<file path="src/rtl/vedic_mac4_acc.sv">
// Streaming dot-product engine: 4x4 Vedic multiplier feeding a saturating/wrapping accumulator.
// Three-stage pipeline (operand, product, accumulate) with valid/ready on both sides.

module VM_csa_opti (
   input  logic [3:0] a,
   input  logic [3:0] b,
   output logic [7:0] p
);

   function automatic logic [3:0] vm2(input logic [1:0] x, input logic [1:0] y);
      logic t, u, h, c;
      t = x[1] & y[0];
      u = x[0] & y[1];
      h = x[1] & y[1];
      c = t & u;
      return {h & c, h ^ c, t ^ u, x[0] & y[0]};
   endfunction

   logic [3:0] q0, q1, q2, q3;
   logic [7:0] x, y, z, w, s1, c1, s2, c2, m1, m2;

   // Four partial products reduced by two carry-save levels and one final adder.
   always_comb begin
      q0 = vm2(a[1:0], b[1:0]);
      q1 = vm2(a[3:2], b[1:0]);
      q2 = vm2(a[1:0], b[3:2]);
      q3 = vm2(a[3:2], b[3:2]);
      x  = {4'b0, q0};
      y  = {2'b0, q1, 2'b0};
      z  = {2'b0, q2, 2'b0};
      w  = {q3, 4'b0};
      s1 = x ^ y ^ z;
      m1 = (x & y) | (x & z) | (y & z);
      c1 = {m1[6:0], 1'b0};
      s2 = s1 ^ c1 ^ w;
      m2 = (s1 & c1) | (s1 & w) | (c1 & w);
      c2 = {m2[6:0], 1'b0};
      p  = s2 + c2;
   end

endmodule

module vedic_mac4_acc #(
   parameter int unsigned ACC_W = 16,
   parameter int unsigned CNT_W = 8,
   parameter bit          SAT   = 1'b1
) (
   input  logic             clk,
   input  logic             rst,
   input  logic             in_valid,
   output logic             in_ready,
   input  logic [3:0]       in_a,
   input  logic [3:0]       in_b,
   input  logic             in_last,
   output logic             out_valid,
   input  logic             out_ready,
   output logic [ACC_W-1:0] out_acc,
   output logic [CNT_W-1:0] out_cnt,
   output logic             out_ovf
);

   logic             stall;
   logic             s1_v_q, s1_last_q, s2_v_q, s2_last_q;
   logic [3:0]       s1_a_q, s1_b_q;
   logic [7:0]       prod, s2_prod_q;
   logic [ACC_W-1:0] acc_q, acc_d;
   logic [CNT_W-1:0] cnt_q, cnt_d;
   logic             ovf_q, ovf_d;
   logic [ACC_W:0]   sum;

   assign stall    = out_valid & ~out_ready;
   assign in_ready = ~stall;

   VM_csa_opti u_mul (
      .a (s1_a_q),
      .b (s1_b_q),
      .p (prod)
   );

   always_comb begin
      sum   = {1'b0, acc_q} + {{(ACC_W - 7){1'b0}}, s2_prod_q};
      acc_d = sum[ACC_W-1:0];
      ovf_d = ovf_q;
      if (sum[ACC_W]) begin
         ovf_d = 1'b1;
         if (SAT) acc_d = {ACC_W{1'b1}};
      end
      cnt_d = (cnt_q == {CNT_W{1'b1}}) ? cnt_q : cnt_q + 1'b1;
   end

   always_ff @(posedge clk) begin
      if (rst) begin
         s1_v_q    <= 1'b0;
         s1_last_q <= 1'b0;
         s1_a_q    <= '0;
         s1_b_q    <= '0;
         s2_v_q    <= 1'b0;
         s2_last_q <= 1'b0;
         s2_prod_q <= '0;
         acc_q     <= '0;
         cnt_q     <= '0;
         ovf_q     <= 1'b0;
         out_valid <= 1'b0;
         out_acc   <= '0;
         out_cnt   <= '0;
         out_ovf   <= 1'b0;
      end else if (!stall) begin
         s1_v_q <= in_valid;
         if (in_valid) begin
            s1_a_q    <= in_a;
            s1_b_q    <= in_b;
            s1_last_q <= in_last;
         end
         s2_v_q    <= s1_v_q;
         s2_prod_q <= prod;
         s2_last_q <= s1_last_q;
         // Not stalled implies any pending result is transferring this edge.
         out_valid <= s2_v_q & s2_last_q;
         if (s2_v_q) begin
            if (s2_last_q) begin
               out_acc <= acc_d;
               out_cnt <= cnt_d;
               out_ovf <= ovf_d;
               acc_q   <= '0;
               cnt_q   <= '0;
               ovf_q   <= 1'b0;
            end else begin
               acc_q <= acc_d;
               cnt_q <= cnt_d;
               ovf_q <= ovf_d;
            end
         end
      end
   end

endmodule

</file>
<file path="config.mk">
export PLATFORM = sky130hd
export DESIGN_NAME = vedic_mac4_acc
export DESIGN_NICKNAME = d
export VERILOG_FILES = /design/src/rtl/vedic_mac4_acc.sv
export SDC_FILE = /design/constraint.sdc
export NUM_CORES = 1
export LEC_CHECK = 0
export ABC_AREA = 1
export CORE_MARGIN = 8
export CORE_UTILIZATION = 55
export CTS_CLUSTER_SIZE = 30
export DETAILED_ROUTE_END_ITERATION = 8
export PLACE_DENSITY = 0.76
export SYNTH_ARGS = -nofsm -noshare
export SYNTH_HDL_FRONTEND = slang
export SYNTH_HIERARCHICAL = 1
export SYNTH_SLANG_ARGS = --single-unit
</file>
<file path="constraint.sdc">
create_clock -name clk -period 4.05 [get_ports clk]
set_clock_uncertainty 0.15 [all_clocks]
set_input_delay 1.215 -clock clk [delete_from_list [all_inputs] [get_ports clk]]
set_output_delay 1.215 -clock clk [all_outputs]
set_load 0.05 [all_outputs]
</file>
* Yosys cells after proc, flatten, opt, wreduce, memory -nomap -nowiden *
Cells that the tools add are included.

operators by class
  multiplexer cells = 6
  equality and inequality tests = 1
  bitwise operators = 50
  $add $sub $neg = 3
  reduce and logical (&&, ||, !) cells = 3

operators by type and width
  kind                                          count
  two-way mux 16 bit                            2
  bitwise AND 1 bit                             26
  bitwise AND 7 bit                             3
  bitwise OR 7 bit                              3
  adder 16 x 8 -> 17 bit                        1
  two-way mux 8 bit                             2
  bitwise XOR 8 bit                             2
  bitwise AND 4 x 6 -> 6 bit                    2
  adder 8 x 1 -> 8 bit (second input constant)  1
  adder 8 bit                                   1
  equality test 8 bit (second input constant)   1
  bitwise XOR 1 bit                             8
  bitwise OR 7 x 6 -> 7 bit                     1
  bitwise AND 6 bit                             1
  bitwise XOR 4 x 6 -> 6 bit                    1
  bitwise XOR 6 bit                             1
  AND reduction 2 bit                           2
  AND reduction 3 bit                           1
  two-way mux 1 bit                             2
  NOT 1 bit                                     2

word-level totals
  output and inout bits = 27
  register bits after elaboration = 71

* Longest topological paths before layout *
  word-level depth = 10
  gate-level depth with buffers = 15
  depth with buffers taken out = 15

* By module *
Netlist, hierarchy kept.

by module, submodules not included
  module          cells an instance  area an instance (µm²)  sequential area each (µm²)  instances
  vedic_mac4_acc  467                3325.7                  1421.4                      1
  VM_csa_opti     67                 473.0                   0.0                         1

* Least setup slack after synthesis *
Ideal clock, no wire load.

  path kind = input to output
  start = input out_ready
  end = output in_ready
  cell stages on the path = 3
  buffers on the path = 1
  slack = 0.732 ns
  arrival time = 1.953 ns
  cells stage by stage = nor2_2 inv_2 clkbuf_1

on the way
  cells in the longest elaborated chain, start to end = 3

ends and longest elaborated chain
  what                        line  source
  start: declaration          56    input logic out_ready,
  NOT 1 bit                   71    assign stall = out_valid & ~out_ready;
  bitwise AND 1 bit           71
  NOT 1 bit (no source line)  --
  end: declaration            51    output logic in_ready,

No other way between the ends.

* Worst setup path after layout *
Same ends and word-level chain as after synthesis.

==> run_results.csv <==
group,metric,value,unit
status,status,"finished clean",
sta,timing.fmax,0.292,GHz
worst_setup_path,critPathKind,"input port to primary output",
detailed_routing,drt_first_pass_iters,4,
layout,mostFrequentLayoutCells,"nand2_1 (158), dfxtp_1 (71), inv_1 (60), nor2_1 (60)",
worst_hold_path,min_path_type,"flip-flop to flip-flop",
floorplanning,die_h,99.1,um
floorplanning,die-area,0.00982,sq mm
yosys,yosysUniqueCellTypes,38,
layout,layout_commonest_cell,"nand2_1",
worst_setup_path,end_kind,"primary output",
layout,n_antenna_cell,0,
job,maxCapViolCount,0,
worst_setup_path,r2r_start,"s1_b_q[0]",
yosys,synth_area,0.00380,sq mm
cts,hold_buffers,0,
floorplanning,die_w,99.1,um
cts,cts_setup_buffers,0,
detailed_routing,drt-wirelength-per-cell,12.7,um
worst_setup_path,cp_num_buf_inv,3,
cts,cts_max_path_buffers,2,
sta,tns,0,ns
sta,min_period_over_period,84.5,%
floorplanning,start_util,56.2,%
power,p_per_area,334,mW/mm^2
detailed_routing,drt_iter0_drc,148,
sta,hold_viol_final,0,
worst_hold_path,min_from,"out_acc[8]",
yosys,syn_inst,534,
cts,cts_resized,0,
cts,cts.sinks,71,
sta,fin_crit,3.42,ns
yosys,syn_area_per_cell,7.11,sq um
worst_setup_path,worst-r2r-setup-slack,0.91,ns
worst_setup_path,rr_endpoint,"s2_prod_q[6]",
sta,slew_headroom,50.1,%
detailed_routing,num_vias,3391,
global_route,grt_overflow,0,
sta,rsz0062_at_grt,"false",
worst_setup_path,worst_path_max_delay_cell,"clkdlybuf4s50_1",
global_route,grt_pass1_vias,3337,
yosys,ys_seq_area_share,37.4,%
worst_hold_path,hold_path_end,"out_acc[8]",
placement,place_inst,643,
floorplanning,core_area,0.00676,sq mm
worst_setup_path,crit_chain,"clkdlybuf4s50_1, nor2_2, inv_2, buf_4",
detailed_routing,drc_errors,0,
placement,port_buffers,39,
detailed_routing,antenna_left,0,
global_route,grt_max_degree,27,
worst_setup_path,crit_path_max_incr_delay,0.41,ns
layout,drive_gt1_share,7.27,%
global_route,antenna_found_initial,0,
detailed_routing,avgViaCountPerCell,5.15,
sta,worst_pin_slew,0.746,ns
yosys,yosysWarnings,6,
cts,clock_latency,0.34,ns
worst_setup_path,worstPathMaxFanout,4,
detailed_routing,totalWireLength,8.39,mm
cts,htree_levels,3,
placement,dp_hpwl,6.20,mm
cts,cts.clk_slew.worst_paths,0.07,ns
floorplanning,ios,40,
worst_setup_path,rr_worst_depth,13,
sta,setup_viol,0,
worst_setup_path,path_delay_family,"buffers and inverters",
cts,cts_tree,"built",
global_route,grt_pass1_wl,14.6,mm
layout,final_cells,658,
layout,area_growth,18.4,%
yosys,synth-seq-cells,71,
power,peakVddDrop,0.000190,V
cts,numCtsBuffers,9,
yosys,syn-num-nets,576,
floorplanning,num_rows,30,
global_route,grtUsageTotal,17.9,%
layout,nFillCells,574,
worst_setup_path,cp.arrival,2.06,ns
cts,root_buffer,"clkbuf_8",
worst_setup_path,required,2.68,ns
placement,gp_congestion,0.863,
worst_setup_path,crit_path_start_kind,"input port",
power,leakage,0.00215,uW
worst_hold_path,hold_depth,2,
layout,final_nets,616,
sta,drv_slew,0,
## layout make-up
type,instances,area [sq um],share of cell area (%)
flip-flops and latches,71,1420,31.6
repair buffers,45,433,9.62
clock buffers,10,138,3.06
clock inverters,5,106,2.36
well taps,80,100,2.22
multi-input cells,382,2050,45.7
inverters,65,246,5.48
## worst max-delay path by stage
stage | cells after the start | start | end
after floorplan | 3 | out_ready | in_ready
after global placement | 4 | out_ready | in_ready
after detailed placement | 4 | out_ready | in_ready
after CTS | 4 | out_ready | in_ready
after global routing | 4 | out_ready | in_ready
final | 4 | out_ready | in_ready
## Yosys cell counts (all sizes together)
cell / count / area share (%)
fa: 7 / 3.7
or2: 2 / 0.33
nor2: 62 / 6.3
o22ai: 2 / 0.33
nand3b: 2 / 0.40
a21oi: 28 / 4.2
o21ai: 43 / 5.9
o211ai: 1 / 0.20
nor3: 3 / 0.66
and2: 1 / 0.16
clkbuf: 9 / 0.92
xor2: 8 / 1.8
ha: 22 / 7.2
xnor2: 2 / 0.46
nand3: 30 / 4.4
inv: 64 / 6.4
nand2: 161 / 16
clkinv: 1 / 0.099
dfxtp: 71 / 37
buf: 7 / 1.1
o21a: 1 / 0.20
a22o: 4 / 0.92
nand4: 2 / 0.33
o21bai: 1 / 0.49
## power breakdown
group          internal [uW]  total, uW  switching, uW
sequential               711        724           13.0
combinational           34.7       88.5           53.8
clock                    424        688            265
total                   1170       1500            331
## worst register-to-register path, stage by stage, from the launching register on
cell and delay [ns]:
dfxtp_1 0.43, nand2_1 0.09, inv_1 0.06, ha_1 0.16, ha_1 0.15, inv_1 0.05, fa_1 0.44, fa_1 0.51
inv_1 0.04, ha_1 0.20, fa_1 0.38, xor2_1 0.17, o21ai_0 0.15, nor2_1 0.05
## metal layers
metal / GRT usage, % / wire length, um / vias to the layer above / part of all wire [%]
met4: 8.03 / 121 / 0 / 1.4
li1: - / - / 1771 / -
met3: 3.63 / 563 / 12 / 6.7
met5: 0 / 0 / - / 0
met2: 29.9 / 3760 / 86 / 45
met1: 21.8 / 3940 / 1522 / 47
## registers in the layout (all words and copies together) (netlist names)
| register | cells |
|---|---|
| out_cnt | 8 |
| s1_b_q | 4 |
| s1_v_q | 1 |
| ovf_q | 1 |
| acc_q | 16 |
| cnt_q | 8 |
| s2_v_q | 1 |
| s2_last_q | 1 |
| out_acc | 16 |
| out_valid | 1 |
| s1_a_q | 4 |
| out_ovf | 1 |
| s1_last_q | 1 |
| s2_prod_q | 8 |
## stage by stage
stage / setup WS [ns] / instance area, sq um / hold WS (ns) / power [uW] / util (%)
2_1_floorplan: 0.732 / 3800 / 0.292 / 796 / -
3_3_place_gp: 0.623 / 4260 / 0.288 / 825 / 63.0
3_5_place_dp: 0.616 / 4260 / 0.290 / 828 / 63.0
4_1_cts: 0.617 / 4500 / 0.305 / 1510 / 66.6
5_1_grt: 0.597 / 4500 / 0.320 / 1550 / 66.6
6_report: 0.628 / 4500 / 0.300 / 1500 / 66.6
## cells by family (layout without fill, tap and decap cells)
kind of cell	count (synthesis)	in the layout	synth area share [%]
XOR/XNOR	10	10	2.31
buffers and inverters	81	125	8.50
AND/OR/NAND/NOR	263	263	28.7
flip-flops	71	71	37.4
adder cells (fa/ha/maj)	29	29	10.9
AO/OA/AOI/OAI	80	80	12.2
(Power assumes the default switching activity.)
